## src/rtl/jtag_host_master.sv

```systemverilog
// JTAG initiator: turns single-word commands into complete TAP walks (reset, IR/DR scan, idle clocks)
// and returns the captured TDO bits over a valid/ready response channel.
module jtag_host_master #(
   parameter int CLK_DIV = 4,
   parameter int DATA_W  = 32,
   parameter int LEN_W   = $clog2(DATA_W) + 1
) (
   input  logic              clk,
   input  logic              reset_n,
   input  logic              cmd_valid,
   output logic              cmd_ready,
   input  logic [1:0]        cmd_op,
   input  logic [LEN_W-1:0]  cmd_len,
   input  logic [DATA_W-1:0] cmd_data,
   output logic              rsp_valid,
   input  logic              rsp_ready,
   output logic [DATA_W-1:0] rsp_data,
   output logic              tck_o,
   output logic              tms_o,
   output logic              tdi_o,
   input  logic              tdo_i
);

   typedef enum logic [2:0] {ST_INIT, ST_IDLE, ST_HDR, ST_SHIFT, ST_TRL, ST_RSP} state_t;

   localparam logic [1:0]       OP_TAP_RESET = 2'd0;
   localparam logic [1:0]       OP_SHIFT_IR  = 2'd1;
   localparam logic [1:0]       OP_SHIFT_DR  = 2'd2;
   localparam logic [1:0]       OP_IDLE_CLK  = 2'd3;
   localparam int               IDX_W        = (DATA_W > 1) ? $clog2(DATA_W) : 1;
   localparam logic [7:0]       DIV_LAST     = 8'(CLK_DIV - 1);
   localparam logic [LEN_W-1:0] LEN_MAX      = LEN_W'(DATA_W);

   state_t              state_reg;
   logic                tck_reg, tms_reg, tdi_reg;
   logic                cmd_ready_reg, rsp_valid_reg;
   logic [DATA_W-1:0]   rsp_data_reg;
   logic [7:0]          div_reg;
   logic [LEN_W-1:0]    cnt_reg;
   logic [1:0]          op_reg;
   logic [LEN_W-1:0]    len_reg;
   logic [DATA_W-1:0]   data_reg;

   logic [LEN_W-1:0]    eff_len;
   logic [LEN_W-1:0]    cnt_inc;
   state_t              end_state;
   state_t              accept_state;

   // Number of TCK bits emitted in each walking phase.
   function automatic logic [LEN_W-1:0] bit_count(state_t st, logic [1:0] op, logic [LEN_W-1:0] len);
      case (st)
         ST_INIT:  return LEN_W'(6);
         ST_HDR:   return (op == OP_SHIFT_IR) ? LEN_W'(4) : (op == OP_SHIFT_DR) ? LEN_W'(3) : LEN_W'(6);
         ST_SHIFT: return len;
         ST_TRL:   return LEN_W'(2);
         default:  return LEN_W'(1);
      endcase
   endfunction

   function automatic state_t next_phase(state_t st, logic [1:0] op);
      case (st)
         ST_INIT:  return ST_IDLE;
         ST_HDR:   return (op == OP_TAP_RESET) ? ST_RSP : ST_SHIFT;
         ST_SHIFT: return (op == OP_IDLE_CLK) ? ST_RSP : ST_TRL;
         ST_TRL:   return ST_RSP;
         default:  return ST_IDLE;
      endcase
   endfunction

   // TMS for bit cnt of a phase; IDLE and RSP park at 0 to hold Run-Test/Idle.
   function automatic logic bit_tms(state_t st, logic [1:0] op, logic [LEN_W-1:0] cnt,
                                    logic [LEN_W-1:0] len);
      case (st)
         ST_INIT: return cnt < LEN_W'(5);
         ST_HDR: begin
            case (op)
               OP_SHIFT_IR: return cnt < LEN_W'(2);
               OP_SHIFT_DR: return cnt == '0;
               default:     return cnt < LEN_W'(5);
            endcase
         end
         ST_SHIFT: return (op != OP_IDLE_CLK) && (cnt == len - 1'b1);
         ST_TRL:   return cnt == '0;
         default:  return 1'b0;
      endcase
   endfunction

   function automatic logic bit_tdi(state_t st, logic [1:0] op, logic [LEN_W-1:0] cnt,
                                    logic [DATA_W-1:0] data);
      if (st == ST_SHIFT && (op == OP_SHIFT_IR || op == OP_SHIFT_DR))
         return data[cnt[IDX_W-1:0]];
      return 1'b0;
   endfunction

   assign eff_len      = (cmd_len == '0 || cmd_len > LEN_MAX) ? LEN_MAX : cmd_len;
   assign cnt_inc      = cnt_reg + 1'b1;
   assign end_state    = next_phase(state_reg, op_reg);
   assign accept_state = (cmd_op == OP_IDLE_CLK) ? ST_SHIFT : ST_HDR;

   always_ff @(posedge clk or negedge reset_n) begin
      if (!reset_n) begin
         state_reg     <= ST_INIT;
         tck_reg       <= 1'b0;
         tms_reg       <= 1'b1;
         tdi_reg       <= 1'b0;
         cmd_ready_reg <= 1'b0;
         rsp_valid_reg <= 1'b0;
         rsp_data_reg  <= '0;
         div_reg       <= '0;
         cnt_reg       <= '0;
         op_reg        <= OP_TAP_RESET;
         len_reg       <= LEN_MAX;
         data_reg      <= '0;
      end else begin
         case (state_reg)
            ST_IDLE: begin
               if (cmd_valid && cmd_ready_reg) begin
                  op_reg        <= cmd_op;
                  len_reg       <= eff_len;
                  data_reg      <= cmd_data;
                  cmd_ready_reg <= 1'b0;
                  rsp_data_reg  <= '0;
                  div_reg       <= '0;
                  cnt_reg       <= '0;
                  state_reg     <= accept_state;
                  tms_reg       <= bit_tms(accept_state, cmd_op, '0, eff_len);
                  tdi_reg       <= bit_tdi(accept_state, cmd_op, '0, cmd_data);
               end
            end
            ST_RSP: begin
               if (rsp_ready) begin
                  rsp_valid_reg <= 1'b0;
                  cmd_ready_reg <= 1'b1;
                  state_reg     <= ST_IDLE;
               end
            end
            default: begin
               // TCK engine: low half-period with TMS/TDI settled, then high half-period.
               if (div_reg == DIV_LAST) begin
                  div_reg <= '0;
                  if (!tck_reg) begin
                     tck_reg <= 1'b1;
                     if (state_reg == ST_SHIFT && op_reg != OP_IDLE_CLK)
                        rsp_data_reg[cnt_reg[IDX_W-1:0]] <= tdo_i;
                  end else begin
                     tck_reg <= 1'b0;
                     if (cnt_inc == bit_count(state_reg, op_reg, len_reg)) begin
                        state_reg <= end_state;
                        cnt_reg   <= '0;
                        tms_reg   <= bit_tms(end_state, op_reg, '0, len_reg);
                        tdi_reg   <= bit_tdi(end_state, op_reg, '0, data_reg);
                        if (end_state == ST_IDLE) cmd_ready_reg <= 1'b1;
                        if (end_state == ST_RSP)  rsp_valid_reg <= 1'b1;
                     end else begin
                        cnt_reg <= cnt_inc;
                        tms_reg <= bit_tms(state_reg, op_reg, cnt_inc, len_reg);
                        tdi_reg <= bit_tdi(state_reg, op_reg, cnt_inc, data_reg);
                     end
                  end
               end else begin
                  div_reg <= div_reg + 8'd1;
               end
            end
         endcase
      end
   end

   assign cmd_ready = cmd_ready_reg;
   assign rsp_valid = rsp_valid_reg;
   assign rsp_data  = rsp_data_reg;
   assign tck_o     = tck_reg;
   assign tms_o     = tms_reg;
   assign tdi_o     = tdi_reg;

endmodule

```

## config.mk

```make
export PLATFORM = sky130hd
export DESIGN_NAME = jtag_host_master
export DESIGN_NICKNAME = d
export VERILOG_FILES = /design/src/rtl/jtag_host_master.sv
export SDC_FILE = /design/constraint.sdc
export NUM_CORES = 1
export LEC_CHECK = 0
export CORE_ASPECT_RATIO = 0.7
export CORE_MARGIN = 3
export CORE_UTILIZATION = 49
export CTS_CLUSTER_DIAMETER = 150
export DETAILED_ROUTE_END_ITERATION = 10
export GPL_TIMING_DRIVEN = 0
export MAX_ROUTING_LAYER = met4
export PLACE_DENSITY = 0.73
export SYNTH_ARGS = -nofsm -noshare
export SYNTH_HDL_FRONTEND = slang
export SYNTH_SLANG_ARGS = --single-unit
```

## constraint.sdc

```tcl
create_clock -name clk -period 2.48 [get_ports clk]
set_input_delay 0.496 -clock clk [delete_from_list [all_inputs] [get_ports clk]]
set_output_delay 0.496 -clock clk [all_outputs]
set_load 0.02 [all_outputs]
```

==> impl_metrics.env, run 1 <==
export IMPL_die_w_um=132
export IMPL_dr_total_vias=4900
export IMPL_rows=31
export IMPL_max_freq_ghz=0.412
export IMPL_hold_slack_ns=0.192
export IMPL_boundaryPins=82
export IMPL_die_h_um=94.0
export IMPL_place_area_sq_um=6430
export IMPL_wl_um=14900
export IMPL_leakagePower_uw=0.00305
export IMPL_worstSetupStartpointType="flip-flop"
export IMPL_place_congestion=0.921
export IMPL_syn_nets=646
export IMPL_cpMostUsedCell="mux4_2"
export IMPL_syn_cell_area_sq_um=5420
export IMPL_syn2layout_area_growth_pct=26.7
export IMPL_synth_seq_cells=94
export IMPL_relSlewSlack_pct=52.8
export IMPL_slew_violations=0
export IMPL_clockBufferDepth=2
export IMPL_cts_buffers=9
export IMPL_crit_path_max_fanout=6
export IMPL_crit_type="reg -> reg"
export IMPL_vias_per_cell=5.82
export IMPL_avgSynthCellArea_sq_um=9.23
export IMPL_ys_flop_type="dfrtp_1"
export IMPL_multi_input_comb_area_sq_um=2920
export IMPL_period_share_pct=97.8
export IMPL_crit_family="multiplexers"
export IMPL_critical_path_depth=8
export IMPL_worst_ep_required_time_ns=2.69
export IMPL_end_kind="flip-flop"
export IMPL_global_route_overflow_total=0
export IMPL_nets=748
export IMPL_synth_top_cells_by_count="nand2_1, dfrtp_1, o21ai_1"
export IMPL_post_drt_wl_per_cell_um=17.7
export IMPL_final_area_sq_um=6860
export IMPL_dr_pass1_iters=5
export IMPL_synth_seq_area_share_pct=43.5
export IMPL_synth_area_leader_cell="dfrtp_1"
export IMPL_drt_drc_violations_left=0
export IMPL_yosys_warnings=0
export IMPL_antenna_found_initial=0
export IMPL_port_buffers=81
export IMPL_max_stage_delay_ns=0.48
export IMPL_r2r_cells=8
export IMPL_syn_inst=587
export IMPL_grt_pass1_vias=4685
export IMPL_path_buf_inv=3
export IMPL_async_reset_ff_share_pct=100
export IMPL_clkLatencyLatePin_ns=0.35
export IMPL_seqCellArea_sq_um=2360
export IMPL_place_hpwl_um=10700
export IMPL_period_needed_ns=2.42
export IMPL_cts_sinks=94
export IMPL_hold_buffers=0
export IMPL_clk_pin_slew_ns=0.07
export IMPL_finalHoldViolCount=0
export IMPL_setup_viol=0
export IMPL_hold_class="in -> async"
export IMPL_synthDistinctLibCells=73
export IMPL_n_antenna_cell=0
export IMPL_finClkSkew_ns=0.00556
export IMPL_cts_tree="built"
export IMPL_layout_drive_gt1_share_pct=12.7
export IMPL_status="completed"
export IMPL_dieArea_sq_um=12400
export IMPL_grt_max_degree=54
export IMPL_ir_drop_mv=0.319
export IMPL_start_util_pct=51.3
export IMPL_antenna_left=0
export IMPL_track_usage_pct=25.2
export IMPL_cts_root_buffer="clkbuf_16"
export IMPL_synth_edf_count=0
export IMPL_yosysTopAreaCellShare_pct=42.5
export IMPL_worstPathCellList="buf_6 -> clkinvlp_4 -> ha_4 -> buf_12 -> mux4_2 -> mux4_2 -> o211ai_1 -> o31ai_2"
export IMPL_powerDensity_nw_per_um2=434
export IMPL_grt_setup_unrepaired="true"
export IMPL_tightest_slew_ns=0.708
export IMPL_worstPathArrival_ns=2.64
export IMPL_h_tree_depth=3
export IMPL_worst_path_max_delay_cell="mux4_2"
export IMPL_maxCapViolations=0
export IMPL_core_sq_um=10600
export IMPL_synth_area_top_cells="dfrtp_1, nand2_1, o21ai_1, mux4_2, a21oi_1"
export IMPL_drt_iter0_markers=424
export IMPL_fillers=881
export IMPL_grt_pass1_wl_um=24200
export IMPL_synth_most_common_cell="nand2_1"
-- cell families (layout without fill, tap and decap cells) --
kind of cell	Yosys count	in the layout	share of synthesized area (%)
AND/OR/NAND/NOR	236	236	22.1
AO/OA/AOI/OAI	162	162	18.1
flip-flops	94	94	43.5
buffers and inverters	44	151	3.63
XOR/XNOR	23	23	4.67
adder cells (fa/ha/maj)	14	14	3.23
multiplexers	14	14	4.76
-- power breakdown --
part | internal, uW | total (uW) | switching (uW)
sequential | 1530 | 1530 | 0
clock | 693 | 1330 | 642
combinational | 66.5 | 113 | 46.5
-- final cells by class --
type / instances / share of cell area, %
Timing Repair Buffer: 92 / 13.2
Sequential cell: 94 / 34.3
Tap cell: 148 / 2.70
Inverter: 8 / 0.492
Multi-Input combinational cell: 449 / 42.5
Clock buffer: 9 / 3.28
Clock inverter: 7 / 0.820
Buffer: 35 / 2.68
-- repair_timing --
action,in CTS,in global routing
resized for setup,13,8
setup buffers,5,5
endpoints found under the setup margin,6,35
pin swaps,3,7
-- per-layer routing --
metal / track usage (%) / vias to the layer above / wire, um
met3: 4.71 / 15 / 1180
met4: 5.42 / 0 / 107
met2: 37.0 / 212 / 6550
met1: 36.9 / 2398 / 7080
li1: - / 2275 / -
met5: - / - / 0
-- worst paths after layout --
check                              from            to  slack, ns
max                          cnt_reg[0]         tdi_o       0.06
min                             reset_n    div_reg[4]       0.19
max reg2reg                  cnt_reg[0]         tdi_o       0.06
min reg2reg                data_reg[29]  data_reg[29]       0.48
max in group asynchronous       reset_n    len_reg[5]       1.57
min in group clk           data_reg[29]  data_reg[29]       0.48
-- layout by cell type, fill, tap and decap left out, types with 6 or more instances in the layout --
| cell type | n |
|---|---|
| nor2b_1 | 6 |
| xor2_1 | 6 |
| nand3_1 | 13 |
| nand3b_1 | 8 |
| ha_1 | 13 |
| clkbuf_1 | 19 |
| clkdlybuf4s50_1 | 80 |
| nand2b_1 | 9 |
| clkbuf_16 | 9 |
| inv_1 | 6 |
| dfrtp_1 | 91 |
| a21oi_1 | 40 |
| o21ai_1 | 52 |
| nand2_1 | 132 |
| mux4_2 | 9 |
| nor2_1 | 17 |
| nor3_1 | 6 |
| buf_4 | 14 |
| o21ai_0 | 32 |
| buf_2 | 8 |
| xnor2_1 | 11 |
-- metrics by stage --
stage	utilization, %	total power, uW	setup WS (ns)	instances	setup TNS, ns
after global placement	60.8	1670	-2.46	816	-231.37
after floorplan	-	1570	0.0372	587	0
after detailed placement	61.0	1680	-0.581	817	-2.25
after global routing	65.0	3060	-0.0135	842	-0.0238
final	65.0	2980	0.0552	842	0
after CTS	64.6	2990	-0.0151	838	-0.0151
No activity file was read; power rests on OpenSTA's default activity.
==> run 2: changes to the inputs <==
--- a/config.mk
+++ b/config.mk
@@ -6,7 +6,7 @@
 export NUM_CORES = 1
 export LEC_CHECK = 0
 export CORE_ASPECT_RATIO = 0.7
-export CORE_MARGIN = 3
+export CORE_MARGIN = 4
 export CORE_UTILIZATION = 49
 export CTS_CLUSTER_DIAMETER = 150
 export DETAILED_ROUTE_END_ITERATION = 10
==> run 2 against run 1 <==
Against the previous run: total power up 6.1%; register-to-register slack better by 0.02 ns; design area up 0.82%; hold slack worse by 0.055 ns; flip-flop and latch count unchanged; fmax up 0.81%; largest power group unchanged.
==> impl_metrics.env, run 2 (same netlist as run 1, synthesis figures left out) <==
export IMPL_grt_max_degree=53
export IMPL_clkLatencyLatePin_ns=0.35
export IMPL_cts_sinks=94
export IMPL_grt_pass1_wl_um=24100
export IMPL_worstSetupStartpointType="flip-flop"
export IMPL_cts_tree="built"
export IMPL_worstPathCellList="buf_6 -> buf_12 -> inv_2 -> ha_4 -> buf_12 -> mux4_2 -> mux4_2 -> o211ai_1 -> o31ai_1"
export IMPL_h_tree_depth=3
export IMPL_dr_total_vias=4822
export IMPL_max_freq_ghz=0.416
export IMPL_drt_drc_violations_left=0
export IMPL_hold_class="in -> async"
export IMPL_place_area_sq_um=6440
export IMPL_final_area_sq_um=6920
export IMPL_relSlewSlack_pct=56.1
export IMPL_pre_cts_ws_ns=-0.534
export IMPL_path_buf_inv=4
export IMPL_boundaryPins=82
export IMPL_dieArea_sq_um=12800
export IMPL_n_antenna_cell=0
export IMPL_layout_drive_gt1_share_pct=12.4
export IMPL_status="completed"
export IMPL_dr_pass1_iters=5
export IMPL_nets=747
export IMPL_crit_reg2reg_launch="cnt_reg[0]"
export IMPL_rrSetupSlack_ns=0.07
export IMPL_period_share_pct=97.0
export IMPL_finClkSkew_ns=0.00682
export IMPL_start_util_pct=51.3
export IMPL_clk_pin_slew_ns=0.07
export IMPL_track_usage_pct=24.8
export IMPL_cts_root_buffer="clkbuf_16"
export IMPL_drt_iter0_markers=470
export IMPL_rows=31
export IMPL_port_buffers=81
export IMPL_slew_violations=0
export IMPL_antenna_left=0
export IMPL_crit_type="reg -> reg"
export IMPL_worst_slack_ns=0.0748
export IMPL_crit_path_max_fanout=10
export IMPL_worst_ep_required_time_ns=2.71
export IMPL_finalHoldViolCount=0
export IMPL_antenna_found_initial=0
export IMPL_layout_commonest_cell="nand2_1"
export IMPL_hold_buffers=0
export IMPL_r2r_end="tdi_o"
export IMPL_die_w_um=134
export IMPL_powerDensity_nw_per_um2=457
export IMPL_place_hpwl_um=10900
export IMPL_wl_um=15000
export IMPL_die_h_um=96.0
export IMPL_ir_drop_mv=0.346
export IMPL_syn2layout_area_growth_pct=27.8
export IMPL_core_sq_um=10600
export IMPL_worstPathArrival_ns=2.63
export IMPL_crit_family="multiplexers"
export IMPL_setup_viol=0
export IMPL_worst_path_max_delay_cell="mux4_2"
export IMPL_grt_pass1_vias=4758
export IMPL_vias_per_cell=5.73
export IMPL_r2r_cells=9
export IMPL_maxCapViolations=0
export IMPL_place_congestion=0.945
export IMPL_post_drt_wl_per_cell_um=17.8
export IMPL_cts_buffers=9
export IMPL_tightest_slew_ns=0.654
export IMPL_max_stage_delay_ns=0.47
export IMPL_global_route_overflow_total=0
export IMPL_end_kind="flip-flop"
export IMPL_clockBufferDepth=2
export IMPL_leakagePower_uw=0.00309
export IMPL_final_cell_mix="nand2_1, dfrtp_1, clkdlybuf4s50_1"
export IMPL_grt_setup_unrepaired="false"
export IMPL_period_needed_ns=2.41
## run 2: cell count changes in the layout (fill, tap and decap cells not counted), moves of 2 or more
cell | before | now
buf_4 | 14 | 12
bufinv_16 | 0 | 2
clkinvlp_4 | 4 | 1
inv_6 | 2 | 0
## run 2: cell type report
| type | count | area, sq um |
|---|---|---|
| fill | 865 | 3630 |
| clock buffer | 9 | 225 |
| multi-input combinational | 449 | 2930 |
| tap | 148 | 185 |
| clock inverter | 7 | 97.6 |
| timing repair buffer | 90 | 896 |
| inverter | 8 | 30.0 |
| buffer | 36 | 204 |
| sequential | 94 | 2360 |
## run 2: where the power goes
group	switching, uW	internal, uW
clock network	627	889
registers	0	1530
logic	45.5	67.8
## run 2: worst max path at each step
stage / start / end / cells after the start
floorplan: cnt_reg[0] / tdi_o / 9
global placement: reset_n / data_reg[30] / 1
detailed placement: cnt_reg[0] / tdi_o / 9
CTS: state_reg[2] / cnt_reg[5] / 7
global route: cnt_reg[0] / tdi_o / 9
finish: cnt_reg[0] / tdi_o / 9
## run 2: routing by layer
layer	global-route usage, %	vias to the layer above	share of wire (%)
li1	-	2275	-
met1	34.8	2325	46
met2	36.6	206	45
met3	5.12	16	7.6
met4	7.45	0	1.2
met5	-	-	0
## run 2: repair_timing
item,in CTS,in global routing
gates resized for setup,11,10
endpoints found under the setup margin,6,9
gates cloned,0,0
pin swaps,2,4
buffers inserted,3,5
## run 2: stage by stage
step,std cells,utilization [%],hold WS (ns),setup TNS [ns],total power (uW)
finish,841,65.6,0.137,0,3160
global route,841,65.6,0.183,0,3250
CTS,836,64.8,0.153,0,3180
detailed placement,817,61.0,0.461,-2.00,1680
global placement,816,60.8,0.455,-237.05,1670
floorplan,587,-,0.200,0,1570
==> run 3: changes to the inputs <==
--- a/config.mk
+++ b/config.mk
@@ -7,12 +7,14 @@
 export LEC_CHECK = 0
 export CORE_ASPECT_RATIO = 0.7
 export CORE_MARGIN = 4
-export CORE_UTILIZATION = 49
+export CORE_UTILIZATION = 55
 export CTS_CLUSTER_DIAMETER = 150
 export DETAILED_ROUTE_END_ITERATION = 10
+export GPL_ROUTABILITY_DRIVEN = 0
 export GPL_TIMING_DRIVEN = 0
 export MAX_ROUTING_LAYER = met4
-export PLACE_DENSITY = 0.73
+export PLACE_DENSITY = 0.78
+export SKIP_LAST_GASP = 1
 export SYNTH_ARGS = -nofsm -noshare
 export SYNTH_HDL_FRONTEND = slang
 export SYNTH_SLANG_ARGS = --single-unit
==> constraint.sdc (replaced) <==
create_clock -name clk -period 2.6 [get_ports clk]
set_input_delay 0.52 -clock clk [delete_from_list [all_inputs] [get_ports clk]]
set_output_delay 0.52 -clock clk [all_outputs]
set_load 0.02 [all_outputs]
==> run 3 against run 2 <==
Against the previous run: fmax down 5.1%; hold slack improved by 0.051 ns; register-to-register slack about the same; clock power down 5%; die area is 10% lower; first-iteration DRC count grew 36%; routed wire length is 2.2% lower; critical path depth is the same; flip-flop and latch count did not move; total power down 4.5%; global-route usage grew 2.1 points; critical path type unchanged.
==> impl_metrics.env, run 3 (same netlist as run 1, synthesis figures left out) <==
export IMPL_hold_class="in -> async"
export IMPL_place_inst=793
export IMPL_final_cells=812
export IMPL_grt_pass1_wl_um=24300
export IMPL_status="completed"
export IMPL_powerDensity_nw_per_um2=444
export IMPL_global_route_overflow_total=0
export IMPL_vias_per_cell=5.97
export IMPL_hold_buffers=0
export IMPL_dr_total_vias=4850
export IMPL_p_sw_uw=618
export IMPL_sequentialPowerShare_pct=48.4
export IMPL_clockBufferDepth=2
export IMPL_tightest_slew_ns=0.608
export IMPL_antenna_left=0
export IMPL_rrSetupSlack_ns=0.06
export IMPL_finClkSkew_ns=0.00630
export IMPL_period_needed_ns=2.54
export IMPL_rows=29
export IMPL_crit_type="reg -> reg"
export IMPL_cts_tree="built"
export IMPL_nets=742
export IMPL_grt_pass1_vias=4846
export IMPL_tns_ns=0
export IMPL_crit_path_max_fanout=10
export IMPL_r2r_end="tdi_o"
export IMPL_power_uw=3020
export IMPL_slew_violations=0
export IMPL_track_usage_pct=26.8
export IMPL_drt_drc_violations_left=0
export IMPL_clk_pin_slew_ns=0.07
export IMPL_p_clk_share_pct=48.0
export IMPL_wl_um=14600
export IMPL_period_share_pct=97.5
export IMPL_clkLatencyLatePin_ns=0.34
export IMPL_post_drt_wl_per_cell_um=18.0
export IMPL_end_kind="flip-flop"
export IMPL_ir_drop_mv=0.360
export IMPL_n_antenna_cell=0
export IMPL_max_freq_ghz=0.394
export IMPL_start_util_pct=58.1
export IMPL_syn2layout_area_growth_pct=25.7
export IMPL_final_cell_mix="nand2_1, dfrtp_1, clkdlybuf4s50_1"
export IMPL_internal_power_uw=2400
export IMPL_die_h_um=91.0
export IMPL_drt_iter0_markers=638
export IMPL_r2r_cells=9
export IMPL_setup_viol=0
export IMPL_cts_root_buffer="clkbuf_16"
export IMPL_dr_pass1_iters=5
export IMPL_antenna_found_initial=0
export IMPL_cts_buffers=9
export IMPL_cts_sinks=94
export IMPL_layout_commonest_cell="nand2_1"
export IMPL_boundaryPins=82
export IMPL_relSlewSlack_pct=59.5
export IMPL_dieArea_sq_um=11500
export IMPL_port_buffers=81
export IMPL_switching_share_pct=20.5
export IMPL_place_hpwl_um=10900
export IMPL_worst_ep_required_time_ns=2.82
export IMPL_worstSetupStartpointType="flip-flop"
export IMPL_leakagePower_uw=0.00305
export IMPL_worstPathArrival_ns=2.75
export IMPL_finalHoldViolCount=0
export IMPL_core_sq_um=9330
export IMPL_layout_drive_gt1_share_pct=11.2
export IMPL_h_tree_depth=3
export IMPL_crit_reg2reg_launch="cnt_reg[0]"
export IMPL_maxCapViolations=0
export IMPL_comb_power_share_pct=3.6
export IMPL_die_w_um=127
export IMPL_grt_max_degree=51
[run 3: changes by cell type in the layout (fill, tap and decap cells not counted), sizes merged]
cell / before / now
buf: 27 / 22
clkbuf: 28 / 29
clkinv: 3 / 0
clkinvlp: 1 / 2
inv: 9 / 10
[run 3: layout make-up]
cell class	count	area, sq um
Multi-Input combinational cell	449	2890
Fill cell	682	2520
Sequential cell	94	2350
Timing Repair Buffer	85	858
Clock buffer	10	239
Buffer	36	188
Tap cell	124	155
Clock inverter	6	92.6
Inverter	8	30.0
[run 3: worst max-delay path, stage by stage, from the launching register on]
cell	delay, ns
dfrtp_1	0.41
buf_6	0.13
buf_8	0.14
inv_1	0.11
ha_4	0.31
buf_8	0.15
mux4_2	0.32
mux4_2	0.47
o211ai_1	0.25
o31ai_1	0.11
[run 3: metal layers]
| metal | wire length [um] | global-route usage [%] | part of all wire (%) | up-vias |
|---|---|---|---|---|
| met5 | 0 | - | 0 | - |
| met4 | 165 | 6.88 | 1.1 | 0 |
| met3 | 1270 | 5.22 | 8.7 | 24 |
| met2 | 6710 | 39.3 | 46 | 248 |
| met1 | 6490 | 38.6 | 44 | 2308 |
| li1 | - | - | - | 2270 |
[run 3: power groups by stage]
stage / sequential, uW / combinational (uW) / clock, uW
global placement: 1490 / 103 / 0
floorplan: 1490 / 5.39 / 0
finish: 1460 / 109 / 1450
detailed placement: 1490 / 110 / 0
global route: 1460 / 120 / 1530
CTS: 1460 / 111 / 1460
[run 3: stage by stage]
stage / setup WS, ns / utilization, % / instance area, sq um / hold slack [ns]
after CTS: 0.0530 / 72.8 / 6790 / 0.199
after floorplan: 0.107 / - / 5420 / 0.224
after detailed placement: -0.462 / 68.7 / 6410 / 0.460
final: 0.0648 / 73.0 / 6810 / 0.188
after global placement: -2.35 / 68.4 / 6380 / 0.453
after global routing: -0.0103 / 73.0 / 6810 / 0.226
[run 3: how the worst max path moves through the flow]
stage	end	cells past startpoint	startpoint	slack [ns]
floorplan	tdi_o	9	cnt_reg[0]	0.11
global placement	data_reg[30]	1	reset_n	-2.35
detailed placement	tdi_o	9	cnt_reg[0]	-0.46
CTS	tdi_o	9	cnt_reg[0]	0.05
global route	tdi_o	9	cnt_reg[0]	-0.01
finish	tdi_o	9	cnt_reg[0]	0.06
[run 3: what timing repair did]
item	4_1_cts	5_1_grt
resized for setup	8	2
buffers inserted	2	1
pin swaps	2	2
hold endpoints to repair	0	0
endpoints found under the setup margin	2	8
==> variant: new RTL, flow settings as in run 1 <==
The parameter `DATA_W` goes from 32 to 64.
--- a/src/rtl/jtag_host_master.sv
+++ b/src/rtl/jtag_host_master.sv
@@ -2,7 +2,7 @@
 // and returns the captured TDO bits over a valid/ready response channel.
 module jtag_host_master #(
    parameter int CLK_DIV = 4,
-   parameter int DATA_W  = 32,
+   parameter int DATA_W  = 64,
    parameter int LEN_W   = $clog2(DATA_W) + 1
 ) (
    input  logic              clk,
Ports: changed (resized cmd_data, cmd_len and rsp_data); port bits go from 82 to 147. The function was not compared with the original's and may differ.
==> variant against run 1 <==
Synthesized area rose by 51%; largest cell class unchanged; final cell count rose by 60%; sequential cell count up 66; die area up 48%; power rose to 4.1 times the old value; clock skew is 3.6 ps higher; the run now ends with negative setup slack left; synthesized cell count rose by 57%; clock power rose by 110%; first-iteration DRC count rose by 97%; highest routed layer unchanged; worst setup slack worse by 70 ps; cell area increased by 65%; wire length grew 69%.
==> variant: results <==
{
  "status": "complete, but fails checks",
  "violations": "negative setup slack",
  "via_count": 7757,
  "drt-vias-per-instance": 5.75,
  "avgSynthCellArea_um2": 8.90,
  "cts-resized-gates": 57,
  "first_iter_violations": 837,
  "setup_violations": 1,
  "post-cts-setup-buffers": 7,
  "dp_hpwl_mm": 16.8,
  "swShare_pct": 39.3,
  "placed_cell_area_mm2": 0.00998,
  "h-tree-depth": 4,
  "fillers": 1207,
  "track_usage_pct": 27.4,
  "p_clk_share_pct": 23.0,
  "grt_pass1_vias": 7327,
  "num-nonclk-inverters": 7,
  "powerSeq_mw": 3.70,
  "crit_arrival_ps": 2820,
  "final_net_count": 1204,
  "final_area_mm2": 0.0113,
  "crit_slowest_cell": "o311ai_4",
  "timing.rr.start": "cnt_reg[1]",
  "clock_area_share_pct": 5.50,
  "grt_pass1_wl_mm": 38.8,
  "cts_num_sinks": 160,
  "worst_pin_slew_ps": 830,
  "drt_wl_total_mm": 25.2,
  "cts_buffers": 17,
  "nonClkBufAreaFrac_pct": 18.7,
  "skew_ps": 9.20,
  "clock_buffers": 18,
  "yosysUniqueCellTypes": 60,
  "multi_input_gates": 689,
  "synth_fp_nets": 1011,
  "gp_congestion": 0.909,
  "n_all_buffers": 240,
  "grt_start_max_net_pins": 85,
  "fin_tns_setup_ps": -14.3,
  "portBuffers": 146,
  "syn_inst": 922,
  "startpoint": "cnt_reg[1]",
  "seqCellArea_mm2": 0.00401,
  "netlist_top_cells_count": "nand2_1, dfrtp_1, o21ai_0",
  "preCtsSetupSlack_ps": -798,
  "r2r_end": "tms_o",
  "place_inst": 1290,
  "synth_seq_area_share_pct": 48.8,
  "clock_latency_ps": 430,
  "first_pass_iters": 7,
  "leakagePower_nw": 4.96,
  "setup_ws_ps": -14.3,
  "path_delay_family": "compound AO/OA/AOI/OAI gates"
}
[variant: cell count changes after synthesis, sizes merged, moves of 7 or more]
cell,before,now
a21oi,40,74
clkbuf,19,46
dfrtp,92,158
mux4,9,16
nand2,136,244
nand3,15,23
nand4,4,13
nor3,6,14
o21ai,84,154
[variant: layer usage]
| metal | share of wire, % | track usage (%) |
|---|---|---|
| met5 | 0 | - |
| met4 | 1.6 | 7.11 |
| met3 | 9.7 | 6.00 |
| met2 | 43 | 37.8 |
| met1 | 46 | 41.1 |
[variant: logic make-up (layout without fill, tap and decap cells)]
group / Yosys count / in the layout / synth area share (%)
xor gates and xnor gates: 25 / 25 / 3.00
muxes: 21 / 21 / 5.00
AOI/OAI and AO/OA: 253 / 253 / 16.7
and+or+nand+nor: 379 / 379 / 20.9
DFF: 160 / 160 / 48.8
buffers and inverters: 73 / 279 / 3.86
adders and majority gates: 11 / 11 / 1.68
